## src/rtl/bf_compiler_pkg.sv

```systemverilog
// bf_compiler_pkg: opcode fields, error causes, command characters and FSM states
// shared by the Brainfuck compiler and its bracket stack.
package bf_compiler_pkg;
    localparam int DEF_CADDR_WIDTH = 13;

    localparam logic [1:0] OP_MOVE = 2'b00;
    localparam logic [1:0] OP_ADD  = 2'b01;
    localparam logic [7:0] OP_BR   = 8'h80;
    localparam logic [2:0] OP_LJ   = 3'b101;
    localparam logic [7:0] OP_IN   = 8'hC0;
    localparam logic [7:0] OP_OUT  = 8'hE0;

    localparam logic [1:0] ERR_UNMATCHED = 2'd1;
    localparam logic [1:0] ERR_UNCLOSED  = 2'd2;
    localparam logic [1:0] ERR_OVERFLOW  = 2'd3;

    localparam logic [7:0] CH_INC   = "+";
    localparam logic [7:0] CH_DEC   = "-";
    localparam logic [7:0] CH_RIGHT = ">";
    localparam logic [7:0] CH_LEFT  = "<";
    localparam logic [7:0] CH_LB    = "[";
    localparam logic [7:0] CH_RB    = "]";
    localparam logic [7:0] CH_IN    = ",";
    localparam logic [7:0] CH_OUT   = ".";

    typedef enum logic [3:0] {
        ACCEPT, FLUSH, OPEN_HI, OPEN_LO, CLOSE, PATCH_HI, PATCH_LO, EMIT_IO, FINISH, DONE, ERROR
    } state_t;

    function automatic logic is_run(input logic [7:0] b);
        return b == CH_INC || b == CH_DEC || b == CH_RIGHT || b == CH_LEFT;
    endfunction

    function automatic logic is_add(input logic [7:0] b);
        return b == CH_INC || b == CH_DEC;
    endfunction

    function automatic logic signed [5:0] run_delta(input logic [7:0] b);
        return (b == CH_INC || b == CH_RIGHT) ? 6'sd1 : -6'sd1;
    endfunction

    // Where a byte goes once any pending run has been written out.
    function automatic state_t target(input logic [7:0] b, input logic last);
        return b == CH_LB ? OPEN_HI : b == CH_RB ? CLOSE :
               (b == CH_IN || b == CH_OUT) ? EMIT_IO : last ? FINISH : ACCEPT;
    endfunction
endpackage

```

## src/rtl/bf_compiler_stack.sv

```systemverilog
// bf_compiler_stack: LIFO of open-bracket addresses, 2^DEPTH entries deep.
module bf_compiler_stack #(
    parameter int WIDTH = 13,
    parameter int DEPTH = 4
) (
    input  logic             clk,
    input  logic             reset,
    input  logic             push,
    input  logic             pop,
    input  logic [WIDTH-1:0] din,
    output logic [WIDTH-1:0] top,
    output logic             empty,
    output logic             full
);
    logic [WIDTH-1:0] mem [2**DEPTH];
    logic [DEPTH:0]   sp;
    logic [DEPTH:0]   spm;

    assign spm   = sp - 1'b1;
    assign top   = mem[spm[DEPTH-1:0]];
    assign empty = sp == '0;
    assign full  = sp[DEPTH];

    always_ff @(posedge clk) begin
        if (reset) begin
            sp <= '0;
        end else if (push) begin
            mem[sp[DEPTH-1:0]] <= din;
            sp <= sp + 1'b1;
        end else if (pop) begin
            sp <= spm;
        end
    end
endmodule

```

## src/rtl/bf_compiler.sv

```systemverilog
// bf_compiler: run-length encodes Brainfuck source into packed instructions,
// writing code RAM and back-patching long-jump offsets when each ']' arrives.
module bf_compiler
    import bf_compiler_pkg::*;
#(
    parameter int CADDR_WIDTH = DEF_CADDR_WIDTH,
    parameter int SAW = 4
) (
    input  logic                   clk,
    input  logic                   reset,
    input  logic                   in_valid,
    output logic                   in_ready,
    input  logic [7:0]             in_data,
    input  logic                   in_last,
    output logic                   code_wr,
    output logic [CADDR_WIDTH-1:0] code_waddr,
    output logic [7:0]             code_wdata,
    output logic                   done,
    output logic                   error,
    output logic [1:0]             err_code,
    output logic [CADDR_WIDTH:0]   prog_len
);
    state_t                  state, nstate;
    logic [7:0]              cur;
    logic                    last_r, kind, live;
    logic signed [5:0]       cnt, d_in;
    logic [6:0]              sum;
    logic                    accept, run_break, cmd_in, ovf, patch, wr_req;
    logic [CADDR_WIDTH-1:0]  pa, poff, addr, top;
    logic [7:0]              data;
    logic                    push, pop, empty, full;
    state_t                  fin;

    bf_compiler_stack #(.WIDTH(CADDR_WIDTH), .DEPTH(SAW)) u_stack (
        .clk(clk), .reset(reset), .push(push), .pop(pop),
        .din(prog_len[CADDR_WIDTH-1:0]), .top(top), .empty(empty), .full(full)
    );

    assign accept    = in_valid && in_ready;
    assign d_in      = run_delta(in_data);
    assign sum       = {cnt[5], cnt} + {d_in[5], d_in};
    // A pending run must be written before switching kind or leaving -32..31.
    assign run_break = cnt != 0 && (is_add(in_data) != kind || sum[6] != sum[5]);
    assign cmd_in    = in_data == CH_LB || in_data == CH_RB || in_data == CH_IN || in_data == CH_OUT;
    assign ovf       = prog_len[CADDR_WIDTH];
    assign patch     = state == PATCH_HI || state == PATCH_LO;
    assign fin       = last_r ? FINISH : ACCEPT;
    assign push      = state == OPEN_HI && code_wr;
    assign pop       = state == CLOSE && code_wr;

    always_ff @(posedge clk) begin
        if (reset) state <= ACCEPT;
        else       state <= nstate;
    end

    always_comb begin
        nstate = state;
        case (state)
            ACCEPT:   if (accept) nstate = is_run(in_data) ? ((run_break || in_last) ? FLUSH : ACCEPT) :
                                           (cnt != 0 && (cmd_in || in_last)) ? FLUSH : target(in_data, in_last);
            FLUSH:    nstate = (cnt != 0 && ovf) ? ERROR : is_run(cur) ? (last_r ? FLUSH : ACCEPT) : target(cur, last_r);
            OPEN_HI:  nstate = (full || ovf) ? ERROR : OPEN_LO;
            OPEN_LO:  nstate = ovf ? ERROR : fin;
            CLOSE:    nstate = (empty || ovf) ? ERROR : PATCH_HI;
            PATCH_HI: nstate = PATCH_LO;
            PATCH_LO: nstate = fin;
            EMIT_IO:  nstate = ovf ? ERROR : fin;
            FINISH:   nstate = empty ? DONE : ERROR;
            default:  nstate = state;
        endcase
    end

    always_comb begin
        wr_req = 1'b0;
        addr   = prog_len[CADDR_WIDTH-1:0];
        data   = '0;
        case (state)
            FLUSH:    begin wr_req = cnt != 0; data = {kind ? OP_ADD : OP_MOVE, cnt}; end
            OPEN_HI:  begin wr_req = !full; data = {OP_LJ, 5'b0}; end
            OPEN_LO:  wr_req = 1'b1;
            CLOSE:    begin wr_req = !empty; data = OP_BR; end
            EMIT_IO:  begin wr_req = 1'b1; data = cur == CH_IN ? OP_IN : OP_OUT; end
            PATCH_HI: begin wr_req = 1'b1; addr = pa; data = {OP_LJ, 5'(poff >> 8)}; end
            PATCH_LO: begin wr_req = 1'b1; addr = pa + 1'b1; data = poff[7:0]; end
            default:  wr_req = 1'b0;
        endcase
    end

    assign code_wr    = wr_req && (patch || !ovf);
    assign code_waddr = code_wr ? addr : '0;
    assign code_wdata = code_wr ? data : '0;
    assign in_ready   = live && state == ACCEPT;
    assign done       = state == DONE;
    assign error      = state == ERROR;

    always_ff @(posedge clk) begin
        if (reset) begin
            cur      <= '0;
            last_r   <= 1'b0;
            cnt      <= '0;
            kind     <= 1'b0;
            live     <= 1'b0;
            pa       <= '0;
            poff     <= '0;
            err_code <= '0;
            prog_len <= '0;
        end else begin
            live <= 1'b1;
            if (accept) begin
                last_r <= in_last;
                cur    <= (is_run(in_data) && !run_break) ? 8'h00 : in_data;
                if (is_run(in_data) && !run_break) begin
                    cnt  <= cnt + d_in;
                    kind <= is_add(in_data);
                end
            end
            // After the old run is out, a run byte that broke it starts the new count.
            if (state == FLUSH && nstate != ERROR) begin
                cnt  <= is_run(cur) ? run_delta(cur) : 6'sd0;
                kind <= is_add(cur);
                if (is_run(cur)) cur <= '0;
            end
            if (code_wr && !patch) prog_len <= prog_len + 1'b1;
            if (pop) begin
                pa   <= top;
                poff <= prog_len[CADDR_WIDTH-1:0] - top;
            end
            if (nstate == ERROR && state != ERROR)
                err_code <= (state == CLOSE && empty) ? ERR_UNMATCHED :
                            state == FINISH ? ERR_UNCLOSED : ERR_OVERFLOW;
        end
    end
endmodule

```

## config.mk

```make
export PLATFORM = sky130hd
export DESIGN_NAME = bf_compiler
export DESIGN_NICKNAME = d
export VERILOG_FILES = /design/src/rtl/bf_compiler_pkg.sv /design/src/rtl/bf_compiler_stack.sv /design/src/rtl/bf_compiler.sv
export SDC_FILE = /design/constraint.sdc
export NUM_CORES = 1
export LEC_CHECK = 0
export CAP_MARGIN = 0
export CORE_MARGIN = 4
export CORE_UTILIZATION = 25
export DETAILED_ROUTE_END_ITERATION = 10
export PLACE_DENSITY = 0.39
export SKIP_CTS_REPAIR_TIMING = 1
export SLEW_MARGIN = 30
export SYNTH_ARGS = -nofsm -noshare
export SYNTH_HDL_FRONTEND = slang
export SYNTH_HIERARCHICAL = 1
export SYNTH_SLANG_ARGS = --single-unit
```

## constraint.sdc

```tcl
create_clock -name clk -period 6.6 [get_ports clk]
set_clock_uncertainty 0.2 [all_clocks]
set_input_delay 1.32 -clock clk [delete_from_list [all_inputs] [get_ports clk]]
set_output_delay 1.32 -clock clk [all_outputs]
set_load 0.02 [all_outputs]
```

### After elaboration in Yosys (flattened, before gate mapping)

Memories as Yosys holds them, arrays and structs flattened.
Cells that the tools add are included.

* register bits: 68
* bits in writable memories: 208
* memories: 1

Memory list
* u_stack.mem: words 16, width 13, rd ports 1, clocked after Yosys merged registers in 0, write ports 1, line bf_compiler_stack.sv:15 `logic [WIDTH-1:0] mem [2**DEPTH];`

* add/subtract/negate cells: 7
* equality and inequality tests: 31
* mux-type cells: 48
* reduce and logical (&&, ||, !) cells: 47

Operators with widths (number)
* $eq 8x6->1 const B: 12
* $mux 4: 16
* $pmux 8 s6: 1
* $mux 6: 7
* $mux 8: 5
* $eq 8x7->1 const B: 4
* $pmux 4 s8: 1
* $reduce_bool 32->1: 1
* $pmux 13 s2: 1
* $logic_or 1x1->1: 20
* $eq 4x3->1 const B: 4
* $eq 4x4->1 const B: 4
* $add 14x1->14 const B: 1
* $add 13x1->13 const B: 1
* $logic_and 1x1->1: 13
* $mux 13: 1
* $sub 13x13->13: 1
* $mux 1: 11
* $mux 5: 2
* $eq 4x2->1 const B: 2
* $ne 4x4->1 const B: 2
* $add 6x6->7: 1
* $add 6x6->6: 1
* $reduce_bool 2->1: 3
* other kinds (12): 18

### Logic depth before layout (Yosys ltp)

Gate-level depths: netlist of the first run.

* word-level depth: 16
* gate-level depth with buffers: 20
* gate-level depth less buffers: 15

### Cells and area by module

The synthesis of the first run kept the hierarchy.

Modules (own cells, without submodules)
* bf_compiler_stack: times used 1, cells each 396, area each 8399.3 um^2, seq. area each 6346.1 um^2
* bf_compiler: times used 1, cells each 624, area each 4640.7 um^2, seq. area each 1261.2 um^2

### Worst setup path before layout of the first run

No wires, ideal clock.

* path kind: reg-to-output
* start: reg u_stack.sp[0]
* end: out code_wdata[5]
* data arrival time: 3.202 ns
* data required time: 5.080 ns
* setup slack: 1.878 ns
* stages on the path, launching flop included: 15
* buffers on the path: 5
* cell sequence: dfxtp_1 > buf_6 > buf_12 > buf_6 > inv_2 > ha_1 > nor3b_1 > or3_1 > or3_1 > buf_6 > and2_1 > buf_6 > inv_2 > o31ai_1 > nor3_1

* word-level cells in the longest chain between the ends: 5

Ends and longest elaborated chain
* from (decl): line bf_compiler_stack.sv:16 `logic [DEPTH:0] sp;`
* from (signal assigned): line bf_compiler_stack.sv:29 `sp <= sp + 1'b1;`
* from (signal assigned): line bf_compiler_stack.sv:31 `sp <= spm;`
* $logic_not 5->1: line bf_compiler_stack.sv:21 `assign empty = sp == '0;`
* net empty: line bf_compiler.sv:31 `logic push, pop, empty, full;`
* $logic_not 1->1: line bf_compiler.sv:81 `CLOSE: begin wr_req = !empty; data = OP_BR; end`
* $pmux 1 s4: line bf_compiler.sv:77 `case (state)`
* $logic_and 1x1->1: line bf_compiler.sv:89 `assign code_wr = wr_req && (patch || !ovf);`
* net code_wr: line bf_compiler.sv:15 `output logic code_wr,`
* $mux 8: line bf_compiler.sv:91 `assign code_wdata = code_wr ? data : '0;`
* to (decl): line bf_compiler.sv:17 `output logic [7:0] code_wdata,`

The timed path passes the listed nets, and every way through them passes these cells.

### Worst setup path in the final report of the first run

* start: reg state[0]
* end: out code_wdata[5]

* word-level cells in the longest chain between the ends: 5
* elaborated cells between the ends (all ways): 14
* those cells by class: eq/ne: 7; mux: 3; reduce/logical: 4

Ends and longest elaborated chain
* from (decl): line bf_compiler.sv:23 `state_t state, nstate;`
* from (signal assigned): line bf_compiler.sv:53 `else state <= nstate;`
* $eq 4x3->1 (tied with other cells): line bf_compiler.sv:46, bf_compiler.sv:77
* $reduce_or 4->1 (no line) or $logic_or 1x1->1 (tied branches)
* $pmux 1 s4 or $logic_or 1x1->1 (tied branches): line bf_compiler.sv:77, bf_compiler.sv:89
* $logic_and 1x1->1: line bf_compiler.sv:89
* $mux 8 *: line bf_compiler.sv:91

Mark *: on every way between the ends. The rest lies on a longest branch, timed or not.

==> flow_metrics.py, run 1 <==
metrics = {
    "floorplan": {
        "rows": 83,
        "fp.coreArea_um2": 51510,
        "die_area_um2": 55880,
        "initial_core_util_pct": 25.32,
        "io_pins": 53,
        "die_h_um": 236.4,
        "die_w_um": 236.4,
    },
    "grt": {
        "grt_max_degree": 36,
        "grt_busiest_layer": "met2",
        "use_met2_pct": 23.40,
        "gr-usage-all-layers_pct": 13.40,
        "gr-total-overflow": 0,
        "globalRouteMet3Util_pct": 1.988,
        "antenna_found_initial": 0,
        "grt_pass1_vias": 8695,
        "grt_pass1_wl_um": 57390,
        "use_met1_pct": 17.72,
    },
    "route": {
        "ant_nets": 0,
        "drt-total-wl_um": 38540,
        "num_vias": 8538,
        "drtPass1Iterations": 4,
        "drc": 0,
        "wire_per_inst_um": 21.46,
        "drt_iter0_markers": 439,
        "via_per_inst": 4.754,
    },
    "power": {
        "comb_power_share_pct": 4.1,
        "pwr-share-clk_pct": 46.3,
        "p_seq_share_pct": 49.6,
        "p_per_area_nw_per_um2": 244.0,
        "swShare_pct": 21.48,
        "p_leak_nw": 4.931,
        "power.internal_mw": 2.964,
        "p_sw_uw": 810.8,
        "peakVddDrop_v": 0.0002124,
        "p_total_mw": 3.775,
    },
    "finish": {
        "final_cell_mix": "208 x edfxtp_1, 96 x nand2_1, 90 x a21oi_1",
        "drive_gt1_share_pct": 14.53,
        "fin_util_pct": 30.04,
        "final_nets": 1131,
        "layout_commonest_cell": "edfxtp_1",
        "area_growth_pct": 18.65,
        "nFillCells": 5323,
    },
    "synthesis": {
        "ys_ff_latch": 276,
        "syn_area_um2": 13040,
        "ys_seq_area_share_pct": 58.34,
        "synth_warnings": 6,
        "ys_async_sr_fraction_pct": 0,
        "synthFlopType": "edfxtp_1",
        "yosysUniqueCellTypes": 79,
        "syn_area_per_cell_um2": 12.78,
        "synth_edf_count": 208,
        "syn-num-nets": 1059,
        "synth_cells": 1020,
    },
    "sta": {
        "finalSetupTns_ns": 0,
        "hold_viol": 0,
        "slew_headroom_pct": 39.96,
        "tightest_slew_ns": 0.8926,
        "fin_ws_ns": 1.013,
        "period_minus_slack_ns": 5.587,
        "rsz0062_at_grt": "false",
        "setup_viol_count_final": 0,
        "slew_violations": 0,
        "max_freq_mhz": 179.0,
        "fin_crit_sh_pct": 84.66,
    },
    "clock_network": {
        "cts-root-buf": "clkbuf_16",
        "insertion_delay_ns": 0.60,
        "clkTransAtPathRegs_ns": 0.06,
        "cts_buffers": 30,
        "cts.sinks": 276,
        "ctsHtreeMaxLevel": 1,
        "clock_path_buffers": 3,
        "cts_tree": "done",
    },
    "placement": {
        "pre_cts_ws_ns": 1.352,
        "gp_congestion": 0.7917,
        "port_buffers": 52,
        "place_hpwl_um": 25310,
    },
    "setup_path": {
        "cp-start-kind": "flop",
        "cp_max_fo": 21,
        "setup.worst_path.class": "flop to output port",
        "crit_required_ns": 5.08,
        "worstSetupEndpointType": "output port",
        "crit_arrival_ns": 4.07,
    },
    "outcome": {
        "status": "completed",
    },
    "hold_path": {
        "hold_path_class": "flop to flop",
    },
    "job": {
        "drv_cap": 0,
    },
}
[worst paths after layout]
path | startpoint | endpoint | slack, ns | depth (start not counted)
worst max-delay path | state[0] | code_wdata[5] | 1.01 | 7
worst min-delay path | err_code[0] | err_code[0] | 0.25 | 2
worst max register to register | u_stack/sp[0] | poff[12] | 1.72 | 14
worst min register to register | err_code[0] | err_code[0] | 0.25 | 2
[registers in the layout (all words and copies together), names as in the netlist]
register / flops
cnt: 6
cur: 8
err_code: 2
kind: 1
last_r: 1
live: 1
pa: 13
poff: 13
prog_len: 14
state: 4
u_stack/mem: 208
u_stack/sp: 5
[power groups by stage]
stage / logic [mW] / clock network (mW) / registers, mW
2_1_floorplan: 0.111 / 0 / 1.90
3_3_place_gp: 0.156 / 0 / 1.91
3_5_place_dp: 0.155 / 0 / 1.91
4_1_cts: 0.156 / 1.81 / 1.87
5_1_grt: 0.172 / 1.89 / 1.87
6_report: 0.155 / 1.75 / 1.87
[kinds of logic (layout without fill, tap and decap cells)]
group | count (synthesis) | after routing | synth area share, %
AO/OA/AOI/OAI | 217 | 217 | 10.79
XOR/XNOR | 34 | 34 | 2.399
adder cells (fa/ha/maj) | 27 | 27 | 2.706
buffers and inverters | 81 | 176 | 3.090
flip-flops | 276 | 276 | 58.34
multiplexers | 68 | 68 | 10.22
other | 0 | 1 | 0
AND/OR/NAND/NOR | 317 | 317 | 12.45
[per-stage QoR]
stage	instances	hold slack, ns	instance area (µm²)
global route	1795	0.2723	15470
finish	1796	0.2545	15470
CTS	1795	0.2591	15460
detailed placement	1740	0.2513	14440
global placement	1740	0.2448	14430
floorplan	1020	0.2267	13040
[synth_stat cells, types with 4 or more instances]
library cell	n	share of area [%]
or4_1	4	0.23
nor3b_1	5	0.29
o211ai_1	6	0.35
dfxtp_1	68	10
and4_1	4	0.27
a21oi_1	90	3.5
o21ai_0	27	1.0
nor4bb_1	5	0.38
clkbuf_1	31	0.89
a31oi_1	9	0.43
o31ai_1	6	0.35
a211oi_1	20	1.2
mux4_2	52	9.0
buf_6	7	0.60
buf_2	6	0.23
nand3_1	31	1.2
xnor2_1	18	1.2
nand2b_1	17	0.82
edfxtp_1	208	48
inv_1	25	0.72
nand3b_1	7	0.40
and3_1	8	0.38
nand4_1	5	0.24
or3_1	4	0.19
ha_1	25	2.4
nand2_1	96	2.8
nor2b_1	19	0.91
and2_1	5	0.24
mux2i_1	15	1.2
o21ai_1	5	0.19
o21bai_1	4	0.23
nor3_1	13	0.50
nor2_1	75	2.2
a22oi_1	6	0.35
o22ai_1	5	0.24
o21a_1	4	0.23
buf_4	6	0.35
xor2_1	14	0.94
[final cells by class]
| class | count | area (µm²) | area share, % |
|---|---|---|---|
| diodes | 1 | 2.502 | 0.01617 |
| repair buffers | 92 | 815.8 | 5.273 |
| flip-flops and latches | 276 | 7611 | 49.19 |
| inverters | 29 | 108.9 | 0.7035 |
| clock inverters | 16 | 225.2 | 1.456 |
| well taps | 680 | 850.8 | 5.499 |
| multi-input cells | 663 | 5054 | 32.66 |
| clock buffers | 39 | 804.5 | 5.200 |
[per-layer routing]
metal,share of wire (%),up-vias
met3,3.2,45
met2,49,140
met5,0,-
met4,1.9,0
li1,-,4040
met1,45,4313
[worst max-delay path, stage by stage, from the launching register on]
cell,delay (ns)
dfxtp_1,0.75
nor4b_4,0.67
a32oi_2,0.31
and2_1,0.43
inv_2,0.21
o31ai_2,0.19
nor3_1,0.29
clkdlybuf4s50_1,0.64
(Power assumes the default switching activity.)
==> inputs of run 2 (changes only) <==
==> constraint.sdc (replaced) <==
create_clock -name clk -period 5.25 [get_ports clk]
set_clock_uncertainty 0.2 [all_clocks]
set_input_delay 1.05 -clock clk [delete_from_list [all_inputs] [get_ports clk]]
set_output_delay 1.05 -clock clk [all_outputs]
set_load 0.02 [all_outputs]
==> run 2 against run 1 <==
Effect of this change:
- design area rose by 1.2%
- sequential cell count did not move
- critical path depth increased by 2
- non-clock buffer count increased by 14
- total power up 28%
- clock-buffer cell count grew 10
- die area did not move
- register-to-register slack got worse by 0.83 ns
- utilization rose by 0.36 points
- sequential power rose by 26%
- clock power increased by 31%
- sequential share of layout area shrank 0.57 points
- critical endpoint is now code_wdata[1]
==> flow_metrics.py, run 2 (same netlist as run 1, synthesis figures left out) <==
metrics = {
    "outcome": {
        "status": "completed",
    },
    "finish": {
        "drive_gt1_share_pct": 16.11,
        "nFillCells": 5309,
        "final_nets": 1149,
        "layout_commonest_cell": "edfxtp_1",
        "design_area_um2": 15660,
        "largest_register_ffs": 208,
        "diodes": 0,
        "area_growth_pct": 20.07,
        "final_cell_mix": "208 x edfxtp_1, 96 x nand2_1, 89 x a21oi_1",
    },
    "hold_path": {
        "hold_path_class": "flop to flop",
    },
    "grt": {
        "gr-total-overflow": 0,
        "grt_pass1_wl_um": 57880,
        "gr-usage-all-layers_pct": 13.58,
        "antenna_found_initial": 0,
        "grt_pass1_vias": 8849,
        "grt_max_degree": 55,
    },
    "route": {
        "drtPass1Iterations": 7,
        "drt-total-wl_um": 38340,
        "met3WireLength_um": 1469,
        "wl_met2_um": 19040,
        "drt-met1-wl_um": 17070,
        "num_vias": 8716,
        "drc": 0,
        "wire_per_inst_um": 21.11,
        "top_layer_used": "met4",
        "ant_nets": 0,
        "drt_iter0_markers": 607,
        "via_per_inst": 4.800,
    },
    "placement": {
        "port_buffers": 52,
        "pre_cts_ws_ns": 0.4223,
        "place_hpwl_um": 25430,
        "gp_congestion": 0.7797,
        "place_area_um2": 14550,
    },
    "floorplan": {
        "die_h_um": 236.4,
        "initial_core_util_pct": 25.32,
        "die_area_um2": 55880,
        "die_w_um": 236.4,
        "rows": 83,
        "fp.coreArea_um2": 51510,
        "io_pins": 53,
    },
    "job": {
        "drv_cap": 0,
    },
    "setup_path": {
        "timing.rr.end": "poff[11]",
        "crit_required_ns": 4.00,
        "cpPeakStageDelay_ns": 0.66,
        "worstSetupEndpointType": "output port",
        "reg2regPathDepth": 14,
        "cp_max_fo": 7,
        "setup.worst_path.class": "flop to output port",
        "crit_chain": "or2_1, nor3b_2, or3_1, or3_1, and2_1, inv_2, o31ai_1, a21oi_1, clkdlybuf4s50_1",
        "path_common_cell": "or3_1",
        "crit_start": "u_stack/sp[3]",
        "regToRegStartpoint": "u_stack/sp[1]",
        "slowest_stage": "clkdlybuf4s50_1",
        "r2r_slack_ns": 0.89,
        "cp-start-kind": "flop",
        "crit_end": "code_wdata[1]",
        "crit_arrival_ns": 3.73,
    },
    "power": {
        "peakVddDrop_v": 0.0002086,
        "p_total_mw": 4.840,
        "p_per_area_nw_per_um2": 309.1,
        "p_leak_nw": 5.047,
    },
    "clock_network": {
        "ctsHtreeMaxLevel": 2,
        "clock_path_buffers": 3,
        "cts_buffers": 34,
        "insertion_delay_ns": 0.55,
        "cts-root-buf": "clkbuf_16",
        "cts_tree": "done",
        "cts.sinks": 276,
        "clkTransAtPathRegs_ns": 0.06,
    },
    "sta": {
        "slew_violations": 0,
        "rsz0062_at_grt": "false",
        "period_minus_slack_ns": 4.976,
        "slew_headroom_pct": 35.85,
        "fin_crit_sh_pct": 94.79,
        "finalSetupTns_ns": 0,
        "fin_ws_ns": 0.2737,
        "max_freq_mhz": 201.0,
        "whs_ns": 0.2480,
        "tightest_slew_ns": 0.9536,
        "hold_viol": 0,
        "setup_viol_count_final": 0,
    },
}
[run 2: cell count changes in the layout (fill, tap and decap cells not counted), moves of 2 or more]
cell	delta
clkbuf_1	+3
clkbuf_16	+4
clkinv_2	-2
clkbuf_8	+3
buf_4	+13
inv_6	+2
bufinv_16	-4
[run 2: layout make-up]
type	count	area, µm²	area share (%)
multi-input cells	663	5057	32.30
clock buffers	49	957.2	6.113
repair buffers	106	933.4	5.961
inverters	29	108.9	0.6952
flip-flops and latches	276	7612	48.62
clock inverters	13	137.6	0.8790
well taps	680	850.8	5.434
[run 2: metal layers]
metal,up-vias,global-route usage [%]
met5,-,0
met4,0,3.662
met3,44,2.432
met2,162,23.28
met1,4427,17.73
li1,4083,-
[run 2: critical path, delay by kind of cell, from the launching register on]
family                 cells  cell delay (ns)
and+or+nand+nor            5             1.33
buffers and inverters      2             0.79
AOI/OAI and AO/OA          2             0.53
DFF                        1             0.52
[run 2: through the flow]
| stage | std cells | util [%] |
|---|---|---|
| finish | 1816 | 30.40 |
| global route | 1816 | 30.40 |
| CTS | 1816 | 30.38 |
| detailed placement | 1754 | 28.25 |
| global placement | 1754 | 28.24 |
| floorplan | 1020 | - |
[run 2: worst min path at each step]
stage,to,from,slack (ns),cells after the start
floorplan,poff[7],poff[7],0.23,2
global placement,err_code[0],err_code[0],0.24,2
finish,poff[7],poff[7],0.25,2
CTS,err_code[0],err_code[0],0.25,2
detailed placement,err_code[0],err_code[0],0.24,2
global route,err_code[0],err_code[0],0.27,2
[run 2: report_power, final]
group,switching [mW],internal [mW]
registers,0.0261,2.33
clock network,0.948,1.34
logic,0.120,0.0774
==> inputs of run 3 (changes only) <==
--- a/config.mk
+++ b/config.mk
@@ -11,6 +11,7 @@
 export DETAILED_ROUTE_END_ITERATION = 10
 export PLACE_DENSITY = 0.39
 export SKIP_CTS_REPAIR_TIMING = 1
+export SKIP_LAST_GASP = 1
 export SLEW_MARGIN = 30
 export SYNTH_ARGS = -nofsm -noshare
 export SYNTH_HDL_FRONTEND = slang
==> run 3 against run 2 <==
Effect of this change:
- non-clock buffer count stayed put
- fmax down 1.1%
- clock power about the same
- utilization about the same
- clock-buffer cell count stayed put
- register-to-register slack got worse by 0.11 ns
==> flow_metrics.py, run 3 (same netlist as run 1, synthesis figures left out) <==
metrics = {
    "outcome": {
        "status": "completed",
    },
    "grt": {
        "gr-usage-all-layers_pct": 13.58,
        "grt_busiest_layer": "met2",
        "grt_pass1_vias": 8849,
        "antenna_found_initial": 0,
        "gr-total-overflow": 0,
        "grt_max_degree": 55,
        "use_met1_pct": 17.73,
        "globalRouteMet3Util_pct": 2.432,
        "use_met2_pct": 23.28,
        "grt_pass1_wl_um": 57880,
    },
    "floorplan": {
        "die_area_um2": 55880,
        "rows": 83,
        "initial_core_util_pct": 25.32,
        "io_pins": 53,
        "die_w_um": 236.4,
        "fp.coreArea_um2": 51510,
        "die_h_um": 236.4,
    },
    "placement": {
        "pre_cts_ws_ns": 0.4223,
        "place_hpwl_um": 25430,
        "port_buffers": 52,
        "gp_congestion": 0.7797,
        "place_area_um2": 14550,
    },
    "finish": {
        "drive_gt1_share_pct": 16.02,
        "layout_commonest_cell": "edfxtp_1",
        "area_growth_pct": 20.06,
        "nFillCells": 5310,
        "fin_util_pct": 30.40,
        "final_nets": 1149,
        "largest_register_ffs": 208,
        "final-seq-area_um2": 7611,
        "design_area_um2": 15660,
        "final_cell_mix": "208 x edfxtp_1, 96 x nand2_1, 89 x a21oi_1",
        "diodes": 0,
        "multi_input_area_um2": 5057,
    },
    "sta": {
        "rsz0062_at_grt": "true",
        "setup_viol_count_final": 0,
        "whs_ns": 0.2480,
        "period_minus_slack_ns": 5.032,
        "max_freq_mhz": 198.7,
        "fin_ws_ns": 0.2181,
        "fin_crit_sh_pct": 95.85,
        "tightest_slew_ns": 0.9536,
        "slew_headroom_pct": 35.85,
        "slew_violations": 0,
        "hold_viol": 0,
    },
    "setup_path": {
        "crit_end": "code_wdata[1]",
        "worstSetupEndpointType": "output port",
        "cp_max_fo": 7,
        "r2r_slack_ns": 0.78,
        "timing.rr.end": "poff[11]",
        "cp-start-kind": "flop",
        "reg2regPathDepth": 14,
        "crit_required_ns": 4.00,
        "crit_arrival_ns": 3.78,
        "crit_start": "u_stack/sp[1]",
        "setup.worst_path.class": "flop to output port",
        "regToRegStartpoint": "u_stack/sp[1]",
    },
    "route": {
        "drt_iter0_markers": 608,
        "wire_per_inst_um": 21.11,
        "drt-total-wl_um": 38340,
        "drtPass1Iterations": 7,
        "via_per_inst": 4.800,
        "ant_nets": 0,
        "drc": 0,
        "num_vias": 8716,
    },
    "clock_network": {
        "insertion_delay_ns": 0.55,
        "clock_path_buffers": 3,
        "cts_tree": "done",
        "clkTransAtPathRegs_ns": 0.06,
        "cts_buffers": 34,
        "cts.sinks": 276,
        "ctsHtreeMaxLevel": 2,
        "cts-root-buf": "clkbuf_16",
    },
    "hold_path": {
        "hold_path_class": "flop to flop",
    },
    "power": {
        "p_total_mw": 4.840,
        "p_leak_nw": 5.046,
        "peakVddDrop_v": 0.0002087,
        "p_per_area_nw_per_um2": 309.1,
    },
    "job": {
        "drv_cap": 0,
    },
}
## run 3: cell counts in the layout (fill, tap and decap cells not counted)
No cell type changed its count.
## run 3: how the worst min path moves through the flow
| stage | startpoint | slack (ns) | to | depth (start not counted) |
|---|---|---|---|---|
| floorplan | poff[7] | 0.23 | poff[7] | 2 |
| global placement | err_code[0] | 0.24 | err_code[0] | 2 |
| detailed placement | err_code[0] | 0.24 | err_code[0] | 2 |
| CTS | err_code[0] | 0.25 | err_code[0] | 2 |
| global route | err_code[0] | 0.27 | err_code[0] | 2 |
| finish | poff[7] | 0.25 | poff[7] | 2 |
## run 3: through the flow
| stage | std cells | setup TNS, ns |
|---|---|---|
| 2_1_floorplan | 1020 | 0 |
| 3_3_place_gp | 1754 | 0 |
| 4_1_cts | 1816 | 0 |
| 6_report | 1816 | 0 |
| 3_5_place_dp | 1754 | 0 |
| 5_1_grt | 1816 | -0.09134 |
## run 3: worst max-delay path, cell delays in order, from the launching register on
cell             delay [ns]
dfxtp_1                0.47
inv_1                  0.13
ha_1                   0.21
nor3b_2                0.22
or3_1                  0.35
or3_1                  0.37
and2_1                 0.17
inv_2                  0.13
o31ai_1                0.23
a21oi_1                0.30
clkdlybuf4s50_1        0.66
## run 3: cell type report
type / count / area share (%)
Clock inverter: 13 / 0.8791
Clock buffer: 49 / 6.114
Multi-Input combinational cell: 663 / 32.30
Sequential cell: 276 / 48.61
Tap cell: 680 / 5.434
Timing Repair Buffer: 106 / 5.962
Inverter: 29 / 0.6953
## run 3: where the power goes
part           internal, mW  switching [mW]  leakage (nW)
clock network          1.34           0.948         0.536
registers              2.33          0.0261          2.48
logic                0.0774           0.120          2.03
total                  3.75            1.09          5.05
## run 3: layer usage
layer	up-vias	part of all wire, %
li1	4083	-
met1	4425	45
met2	164	50
met3	44	3.8
met4	0	2.0
met5	-	0
